### config.mk
export PLATFORM = sky130hd
export DESIGN_NAME = multicycle_ctrl
export DESIGN_NICKNAME = d
export VERILOG_FILES = /design/src/rtl/riscv_pkg.sv /design/src/rtl/multicycle_ctrl_alu_decode.sv /design/src/rtl/multicycle_ctrl.sv
export SDC_FILE = /design/constraint.sdc
export NUM_CORES = 1
export LEC_CHECK = 0
export BUFFER_PORTS_ARGS = -buffer_cell sky130_fd_sc_hd__buf_2
export CORE_MARGIN = 2
export CORE_UTILIZATION = 35
export CTS_BUF_LIST = sky130_fd_sc_hd__clkbuf_8
export DETAILED_ROUTE_END_ITERATION = 12
export SLEW_MARGIN = 20
export SYNTH_ARGS = -nofsm -noshare
export SYNTH_HDL_FRONTEND = slang
export SYNTH_SLANG_ARGS = --single-unit
### constraint.sdc
create_clock -name clk -period 1.63 [get_ports clk]
set_input_delay 0 -clock clk [delete_from_list [all_inputs] [get_ports clk]]
set_output_delay 0 -clock clk [all_outputs]
set_load 0.05 [all_outputs]
### src/rtl/riscv_pkg.sv
// Shared opcode/ALU constants, FSM state and instruction-class types for the
// multi-cycle RISC-V control unit.
package riscv_pkg;

    localparam logic [6:0] R_TYPE = 7'b0110011;
    localparam logic [6:0] RTypeI = 7'b0010011;
    localparam logic [6:0] LW     = 7'b0000011;
    localparam logic [6:0] SW     = 7'b0100011;

    localparam logic [6:0] F7_BASE = 7'b0000000;
    localparam logic [6:0] F7_ALT  = 7'b0100000;

    localparam logic [3:0] ALU_ADD = 4'b0010;
    localparam logic [3:0] ALU_SUB = 4'b0110;
    localparam logic [3:0] ALU_XOR = 4'b1100;
    localparam logic [3:0] ALU_OR  = 4'b0001;
    localparam logic [3:0] ALU_AND = 4'b0000;
    localparam logic [3:0] ALU_SLT = 4'b0111;

    typedef enum logic [2:0] {
        ST_FETCH   = 3'd0,
        ST_DECODE  = 3'd1,
        ST_EXEC    = 3'd2,
        ST_MEM     = 3'd3,
        ST_WB      = 3'd4,
        ST_ILLEGAL = 3'd5
    } state_t;

    typedef enum logic [2:0] {
        CLS_R   = 3'd0,
        CLS_I   = 3'd1,
        CLS_LW  = 3'd2,
        CLS_SW  = 3'd3,
        CLS_BAD = 3'd4
    } cls_t;

    function automatic cls_t opcode_class(input logic [6:0] op);
        cls_t cls;
        case (op)
            R_TYPE:  cls = CLS_R;
            RTypeI:  cls = CLS_I;
            LW:      cls = CLS_LW;
            SW:      cls = CLS_SW;
            default: cls = CLS_BAD;
        endcase
        return cls;
    endfunction

endpackage

### src/rtl/multicycle_ctrl_alu_decode.sv
// Combinational map from instruction class/funct7/funct3 to ALU code and
// encoding legality; the controller samples it only in DECODE.
module alu_decode
    import riscv_pkg::*;
(
    input  cls_t        cls_i,
    input  logic [6:0]  funct7_i,
    input  logic [2:0]  funct3_i,
    output logic [3:0]  alu_cc_o,
    output logic        legal_o
);

    logic [3:0] base_cc_s;
    logic       base_ok_s;

    // funct3 -> operation shared by R-type and I-type arithmetic
    always_comb begin
        base_cc_s = ALU_ADD;
        base_ok_s = 1'b0;
        case (funct3_i)
            3'b000: begin base_cc_s = ALU_ADD; base_ok_s = 1'b1; end
            3'b100: begin base_cc_s = ALU_XOR; base_ok_s = 1'b1; end
            3'b110: begin base_cc_s = ALU_OR;  base_ok_s = 1'b1; end
            3'b111: begin base_cc_s = ALU_AND; base_ok_s = 1'b1; end
            3'b010: begin base_cc_s = ALU_SLT; base_ok_s = 1'b1; end
            default: begin base_cc_s = ALU_ADD; base_ok_s = 1'b0; end
        endcase
    end

    // class-specific refinement; funct7 only matters for R-type
    always_comb begin
        alu_cc_o = ALU_ADD;
        legal_o  = 1'b0;
        case (cls_i)
            CLS_R: begin
                if (funct7_i == F7_BASE) begin
                    alu_cc_o = base_cc_s;
                    legal_o  = base_ok_s;
                end else if (funct7_i == F7_ALT) begin
                    alu_cc_o = ALU_SUB;
                    legal_o  = (funct3_i == 3'b000);
                end else begin
                    alu_cc_o = ALU_ADD;
                    legal_o  = 1'b0;
                end
            end
            CLS_I: begin
                alu_cc_o = base_cc_s;
                legal_o  = base_ok_s;
            end
            CLS_LW, CLS_SW: begin
                alu_cc_o = ALU_ADD;
                legal_o  = (funct3_i == 3'b010);
            end
            default: begin
                alu_cc_o = ALU_ADD;
                legal_o  = 1'b0;
            end
        endcase
    end

endmodule

### src/rtl/multicycle_ctrl.sv
// Multi-cycle FETCH/DECODE/EXEC/MEM/WB sequencer driving data_path controls.
// Build option CTRL_ILLEGAL_HALT_EN makes the ILLEGAL state terminal.
module multicycle_ctrl
    import riscv_pkg::*;
#(
    parameter int INSTRET_W = 32
) (
    input  logic                 clk,
    input  logic                 reset,
    input  logic [6:0]           opcode,
    input  logic [6:0]           funct7,
    input  logic [2:0]           funct3,
    input  logic                 imem_ready,
    input  logic                 dmem_ready,
    output logic                 ir_write,
    output logic                 pc_write,
    output logic                 reg_write,
    output logic                 mem2reg,
    output logic                 alu_src,
    output logic                 mem_read,
    output logic                 mem_write,
    output logic [3:0]           alu_cc,
    output logic                 illegal,
    output logic [INSTRET_W-1:0] instret
);

    state_t                state_q, state_d;
    cls_t                  cls_q;
    logic [3:0]            alu_cc_q;
    logic                  illegal_q;
    logic [INSTRET_W-1:0]  instret_q;

    cls_t                  dec_cls_s;
    logic [3:0]            dec_cc_s;
    logic                  dec_legal_s;
    logic                  retire_s;

    assign dec_cls_s = opcode_class(opcode);

    alu_decode u_alu_decode (
        .cls_i    (dec_cls_s),
        .funct7_i (funct7),
        .funct3_i (funct3),
        .alu_cc_o (dec_cc_s),
        .legal_o  (dec_legal_s)
    );

    // state register
    always_ff @(posedge clk or posedge reset) begin
        if (reset) begin
            state_q <= ST_FETCH;
        end else begin
            state_q <= state_d;
        end
    end

    // next-state logic; opcode fields are looked at only in DECODE
    always_comb begin
        state_d = state_q;
        case (state_q)
            ST_FETCH: begin
                if (imem_ready) state_d = ST_DECODE;
                else            state_d = ST_FETCH;
            end
            ST_DECODE: begin
                if (dec_legal_s) state_d = ST_EXEC;
                else             state_d = ST_ILLEGAL;
            end
            ST_EXEC: begin
                if (cls_q == CLS_LW || cls_q == CLS_SW) state_d = ST_MEM;
                else                                    state_d = ST_WB;
            end
            ST_MEM: begin
                if (!dmem_ready)          state_d = ST_MEM;
                else if (cls_q == CLS_LW) state_d = ST_WB;
                else                      state_d = ST_FETCH;
            end
            ST_WB: state_d = ST_FETCH;
            ST_ILLEGAL: begin
`ifdef CTRL_ILLEGAL_HALT_EN
                state_d = ST_ILLEGAL;
`else
                state_d = ST_FETCH;
`endif
            end
            default: state_d = ST_FETCH;
        endcase
    end

    // latched decode fields, sticky illegal flag and retire counter
    always_ff @(posedge clk or posedge reset) begin
        if (reset) begin
            cls_q     <= CLS_R;
            alu_cc_q  <= 4'b0000;
            illegal_q <= 1'b0;
            instret_q <= {INSTRET_W{1'b0}};
        end else begin
            if (state_q == ST_DECODE) begin
                cls_q    <= dec_cls_s;
                alu_cc_q <= dec_cc_s;
            end
            if (state_q == ST_DECODE && !dec_legal_s) begin
                illegal_q <= 1'b1;
            end
            if (retire_s) begin
                instret_q <= instret_q + {{(INSTRET_W-1){1'b0}}, 1'b1};
            end
        end
    end

    // output decode from state and latched fields; ir_write is masked by
    // reset so nothing is enabled while the FSM sits in FETCH under reset
    always_comb begin
        ir_write  = 1'b0;
        pc_write  = 1'b0;
        reg_write = 1'b0;
        mem2reg   = 1'b0;
        alu_src   = 1'b0;
        mem_read  = 1'b0;
        mem_write = 1'b0;
        alu_cc    = 4'b0000;
        retire_s  = 1'b0;
        case (state_q)
            ST_FETCH: ir_write = imem_ready & ~reset;
            ST_EXEC: begin
                alu_cc  = alu_cc_q;
                alu_src = (cls_q != CLS_R);
            end
            ST_MEM: begin
                alu_cc  = alu_cc_q;
                alu_src = 1'b1;
                if (cls_q == CLS_LW) begin
                    mem_read = 1'b1;
                end else begin
                    mem_write = 1'b1;
                    pc_write  = dmem_ready;
                    retire_s  = dmem_ready;
                end
            end
            ST_WB: begin
                alu_cc    = alu_cc_q;
                alu_src   = (cls_q != CLS_R);
                reg_write = 1'b1;
                mem2reg   = (cls_q == CLS_LW);
                pc_write  = 1'b1;
                retire_s  = 1'b1;
            end
            ST_ILLEGAL: begin
`ifdef CTRL_ILLEGAL_HALT_EN
                pc_write = 1'b0;
`else
                pc_write = 1'b1;
`endif
            end
            default: ir_write = 1'b0;
        endcase
    end

    assign illegal = illegal_q;
    assign instret = instret_q;

endmodule

==> results of run 1 <==
## power by group through the flow
stage	combinational, mW	clock [mW]	sequential [mW]
2_1_floorplan	0.630	0	1.49
4_1_cts	1.35	0.991	1.25
3_5_place_dp	1.25	0	1.26
6_report	1.36	0.958	1.25
5_1_grt	1.45	1.03	1.26
3_3_place_gp	1.24	0	1.27
## logic make-up (layout without fill, tap and decap cells)
group                      count (synthesis)  count (layout)  synth area share
AOI/OAI and AO/OA                         21              21            0.0650
xor gates and xnor gates                  33              33             0.129
adders and majority gates                  1               1           0.00560
buffers and inverters                     17             126            0.0409
DFF                                       43              43             0.482
muxes                                      3               3            0.0146
and+or+nand+nor                          106             106             0.263
## through the flow
step	util	area, sq um	std cells
detailed placement	0.486	3050	399
global route	0.532	3340	410
floorplan	-	2370	224
CTS	0.519	3260	409
finish	0.532	3340	410
global placement	0.486	3050	399
## worst min-delay path, delay by kind of cell
family	cells	cell delay, ps
AND/OR/NAND/NOR	1	60
buffers and inverters	1	80
AO/OA/AOI/OAI	1	130
## final timing paths
check                      slack, ps  depth (start not counted)                     from                 endpoint
setup / recovery                 -50                          6     cls_q[2]$_DFFE_PP0N_   instret[6]$_DFFE_PP0P_
hold / removal                    20                          3                opcode[6]     cls_q[2]$_DFFE_PP0N_
setup reg to reg                 -50                          6     cls_q[2]$_DFFE_PP0N_   instret[6]$_DFFE_PP0P_
hold reg to reg                  460                          1  instret[31]$_DFFE_PP0P_  instret[31]$_DFFE_PP0P_
max in group asynchronous        800                          4                    reset   instret[3]$_DFFE_PP0P_
min in group asynchronous        450                          4                    reset  alu_cc_q[2]$_DFFE_PP0N_
## synthesized netlist by cell type, types with 3 or more instances
cell type                 count
sky130_fd_sc_hd__buf_6        3
sky130_fd_sc_hd__nor2_1      24
sky130_fd_sc_hd__nor3_1      11
sky130_fd_sc_hd__xor2_1      21
sky130_fd_sc_hd__nand2_1     22
sky130_fd_sc_hd__o21ai_0      7
sky130_fd_sc_hd__nand4_1      5
sky130_fd_sc_hd__nand3_1     12
sky130_fd_sc_hd__nor2b_1      5
sky130_fd_sc_hd__dfrtp_1     43
sky130_fd_sc_hd__inv_1       11
sky130_fd_sc_hd__nor4_1       3
sky130_fd_sc_hd__xnor2_1     12
## final cells by class
class	instances	area share
clock buffer	5	0.0206
clock inverter	3	0.0191
inverter	11	0.0135
multi-input combinational	164	0.378
sequential	43	0.322
tap	77	0.0289
timing repair buffer	107	0.218
## registers in the layout (all words and copies together), names as in the netlist
name	cells
alu_cc_q	4
cls_q	3
illegal	1
instret	32
state_q	3
## routing by layer
| metal | GRT usage | wire length (um) | part of all wire |
|---|---|---|---|
| met2 | 0.260 | 2580 | 0.50 |
| met5 | 0 | 0 | 0 |
| met4 | 0.0528 | 74 | 0.014 |
| met1 | 0.203 | 2250 | 0.44 |
| met3 | 0.0307 | 213 | 0.042 |
## what timing repair did
action,in CTS,in global routing
setup buffers,0,1
resized for setup,15,19
hold endpoints to repair,44,0
setup endpoints to repair,36,39
pin swaps,7,4
hold buffers,2,0
==> metrics.cfg, run 1 <==
[clock_tree]
clock_sink_count=43
skew_pair_late_insertion_delay_ps=290
htree_num_levels=2
clk_pin_slew_ps=70
tritoncts=built
cts-root-to-sink-buffers=2
clock_tree.root_cell=sky130_fd_sc_hd__clkbuf_8
tritoncts.num_buffers=5

[global_route]
first_global_vias=1885
globalRoute.totalOverflow=0
grt_pass1_wl_um=8800
grtUsageTotal=0.156
grt_antenna_before_repair=0
grt_start_max_net_pins=44

[routing]
routed_via_density=4.70
totalWireLength_um=5110
first_pass_drt_iterations=4
vias=1928
post-route-drc-count=0
drt.antenna.violating_nets=0
drt-initial-drc-count=33
routedWlPerCell_um=12.5

[yosys]
synth_edf_count=0
ys_ff_latch=43
mappedNetlistArea_sq_um=2230
synth_area_leaders=sky130_fd_sc_hd__dfrtp_1, sky130_fd_sc_hd__xor2_1, sky130_fd_sc_hd__xnor2_1
synth.top_cell.area_share=0.482
yosys.area.top_type=sky130_fd_sc_hd__dfrtp_1
synth_nets=246
async_reset_ff_frac=1.00
post_synth_inst_count=224
avgSynthCellArea_sq_um=9.98
synth.distinct_cells=50
yosysWarnings=0
synth-main-ff-cell=sky130_fd_sc_hd__dfrtp_1
synth-seq-area-share=0.482

[sta]
grt_setup_unrepaired=true
layout_worst_path_cycle_share=1.03
maxSlewHeadroom=0.639
final-setup-viol-count=16
final.setup.tns_ps=-375
worst_clock_skew_ps=6.63
post-route-min-period_ps=1680
fmaxAchievable_mhz=594
slew_violations=0
setup_slack_ps=-52.5
timing_hold_violations_final=0
timing.hold.ws_ps=22.5
tightestPinTransition_ps=542

[cells_and_area]
post_route_cells_drive_above_1_share=0.474
num-nets-final=354
num-fill-cells=580
register_area_sq_um=1080
layout.cells.most_common=sky130_fd_sc_hd__buf_2
layout-area-overhead-vs-synth_pct=49.3
combined_area_of_the_multi_input_logic_cells_sq_um=1260
mostFrequentLayoutCells=sky130_fd_sc_hd__buf_2, sky130_fd_sc_hd__dfrtp_1, sky130_fd_sc_hd__buf_4
insertedDiodeCount=0

[power_and_ir_drop]
vdd_drop_max_uv=748
p_per_area_nw_per_um2=1070
clock_power_share=0.268
power_frac_seq=0.351
internal-power_mw=2.28
netSwitchingFraction=0.362
power.total_mw=3.57
power.net_switching_mw=1.29
power_frac_comb=0.381
p_leak_nw=1.67

[critical_path]
worstPathMaxFanout=5
crit_path_end_kind=register
worstPathCellList=or3b_4, a41o_4, buf_6, and2_4, nand2_2, xnor2_1
critical_path_arrival_ps=1890
cp_slowest_stage_delay_ps=410
cp_top_family=simple AND/OR/NAND/NOR gates
cell_with_the_largest_stage_delay_on_the_worst_path=sky130_fd_sc_hd__or3b_4
criticalPathCategory=reg -> reg
buf_inv_stages_crit_path=1
cp.required_ps=1840
timing.critical_path.from_type=register

[job]
cap_viol_max_count=0

[place]
place_worst_setup_slack_ps=-71.4
portBuffers=64
detailedPlacementHpwl_um=3920
routability_driven_placement_congestion_ratio=0.753

[floorplan]
die_width_um=83.9
fp.dieArea_sq_um=7040
design.core.area_sq_um=6280
rows=29
start_util=0.356
io_pins=65
die-height_um=83.9

[status]
failed_checks=setup timing
run_status=finished, violations left

[min_path]
min-delay-path-class=in -> reg

Note: power is estimated with default switching activity, not from simulation.
==> run 2, diff against run 1 <==
- RECOVER_POWER: unset -> 50
==> metrics.cfg, run 2 (same netlist as run 1, synthesis figures left out) <==
[job]
cap_viol_max_count=0  ; unchanged

[place]
portBuffers=64  ; unchanged
routability_driven_placement_congestion_ratio=0.753  ; unchanged
detailedPlacementHpwl_um=3920  ; unchanged
dp.cells=399  ; unchanged

[sta]
worst_clock_skew_ps=6.62  ; -0.000720 ps
slew_violations=0  ; unchanged
layout_worst_path_cycle_share=1.03  ; about the same
setup_slack_ps=-52.5  ; -0.00150 ps
grt_setup_unrepaired=true
timing.hold.ws_ps=22.5  ; -0.000800 ps
fmaxAchievable_mhz=594  ; about the same
post-route-min-period_ps=1680  ; +0.00150 ps
timing_hold_violations_final=0  ; unchanged
maxSlewHeadroom=0.298  ; -0.340
final-setup-viol-count=16  ; unchanged
tightestPinTransition_ps=1050  ; +510 ps

[clock_tree]
clock_tree.root_cell=sky130_fd_sc_hd__clkbuf_8
skew_pair_late_insertion_delay_ps=290  ; about the same
cts-root-to-sink-buffers=2  ; unchanged
tritoncts.num_buffers=5  ; unchanged
clk_pin_slew_ps=70  ; about the same
tritoncts=built
clock_sink_count=43  ; unchanged
htree_num_levels=2  ; unchanged

[floorplan]
fp.dieArea_sq_um=7040  ; unchanged
die-height_um=83.9  ; unchanged
io_pins=65  ; unchanged
start_util=0.356  ; unchanged
rows=29  ; unchanged
design.core.area_sq_um=6280  ; unchanged
die_width_um=83.9  ; unchanged

[routing]
drt.antenna.violating_nets=0  ; unchanged
vias=1930  ; +0.10%
first_pass_drt_iterations=4  ; unchanged
routed_via_density=4.71  ; +0.10%
totalWireLength_um=5120  ; about the same
post-route-drc-count=0  ; unchanged
drt-initial-drc-count=33  ; unchanged
routedWlPerCell_um=12.5  ; about the same

[critical_path]
worstPathMaxFanout=5  ; unchanged
critical_path_arrival_ps=1890  ; about the same
timing.critical_path.from_type=register
cp.required_ps=1840  ; about the same
criticalPathCategory=reg -> reg
crit_path_end_kind=register

[cells_and_area]
post_route_cells_drive_above_1_share=0.462  ; -0.0120
mostFrequentLayoutCells=sky130_fd_sc_hd__buf_2, sky130_fd_sc_hd__dfrtp_1, sky130_fd_sc_hd__buf_4
num-fill-cells=580  ; unchanged
largest_register_ff_count=32  ; unchanged
finalNonFillerCells=410  ; unchanged
layout-area-overhead-vs-synth_pct=49.0
insertedDiodeCount=0  ; unchanged
layout.cells.most_common=sky130_fd_sc_hd__buf_2
utilization=0.530  ; -0.00120
num-nets-final=354  ; unchanged

[global_route]
grt_start_max_net_pins=44  ; unchanged
grt_pass1_wl_um=8800  ; unchanged
globalRoute.totalOverflow=0  ; unchanged
grtUsageTotal=0.156  ; unchanged
first_global_vias=1885  ; unchanged
grt_antenna_before_repair=0  ; unchanged

[status]
failed_checks=setup timing
run_status=finished, violations left

[power_and_ir_drop]
p_per_area_nw_per_um2=1070  ; +0.20%
p_leak_nw=1.67  ; -0.40%
vdd_drop_max_uv=748  ; about the same

[min_path]
min-delay-path-class=in -> reg

run 2: cell types whose count changed in the layout (fill, tap and decap cells not counted):
cell	previous run	this run
sky130_fd_sc_hd__buf_4	33	32
sky130_fd_sc_hd__clkbuf_1	0	4
sky130_fd_sc_hd__buf_2	57	53
sky130_fd_sc_hd__clkbuf_2	0	1
run 2: path summary, 6_finish.rpt:
| check | to | cells after the start | start | slack [ps] |
|---|---|---|---|---|
| setup / recovery | instret[6]$_DFFE_PP0P_ | 6 | cls_q[2]$_DFFE_PP0N_ | -50 |
| hold / removal | cls_q[2]$_DFFE_PP0N_ | 3 | opcode[6] | 20 |
| max in group asynchronous | instret[3]$_DFFE_PP0P_ | 4 | reset | 300 |
| setup reg to reg | instret[6]$_DFFE_PP0P_ | 6 | cls_q[2]$_DFFE_PP0N_ | -50 |
| hold reg to reg | instret[31]$_DFFE_PP0P_ | 1 | instret[31]$_DFFE_PP0P_ | 460 |
| min in group asynchronous | alu_cc_q[2]$_DFFE_PP0N_ | 4 | reset | 680 |
run 2: repair_timing:
item | in CTS | in global routing
hold buffers | 2 | 0
gates resized for setup | 15 | 19
hold endpoints to repair | 44 | 0
pin swaps | 7 | 4
buffers inserted | 0 | 1
setup endpoints to repair | 36 | 39
run 2: metal layers:
layer | vias to the layer above | routed length, um | GRT usage
met1 | 897 | 2250 | 0.203
met5 | - | 0 | 0
met2 | 46 | 2580 | 0.260
li1 | 982 | - | -
met4 | 0 | 74 | 0.0528
met3 | 5 | 212 | 0.0307
run 2: final cells by class:
cell class                 instances  area (sq um)  share of cell area
tap                               77          96.3              0.0289
inverter                          11          45.0              0.0135
clock inverter                     3          63.8              0.0192
sequential                        43          1080               0.323
clock buffer                       5          68.8              0.0207
timing repair buffer             107           719               0.216
multi-input combinational        164          1260               0.378
run 2: power breakdown:
part,total (mW),switching (mW),internal (mW)
clock network,0.958,0.352,0.606
registers,1.25,0.0947,1.16
logic,1.36,0.847,0.513
run 2: through the flow:
stage | power [mW] | setup TNS, ps | worst slack (ps) | area (sq um)
floorplan | 2.12 | -8840 | -334 | 2370
global placement | 2.51 | -360 | -43.4 | 3050
detailed placement | 2.51 | -697 | -71.4 | 3050
CTS | 3.59 | -27.9 | -9.28 | 3260
global route | 3.74 | -1800 | -98.0 | 3330
finish | 3.57 | -375 | -52.5 | 3330
run 2: worst max-delay path, cell delays in order, from the launching register on:
cell	delay [ps]
sky130_fd_sc_hd__dfrtp_1	390
sky130_fd_sc_hd__or3b_4	410
sky130_fd_sc_hd__a41o_4	300
sky130_fd_sc_hd__buf_6	130
sky130_fd_sc_hd__and2_4	190
sky130_fd_sc_hd__nand2_2	60
sky130_fd_sc_hd__xnor2_1	120
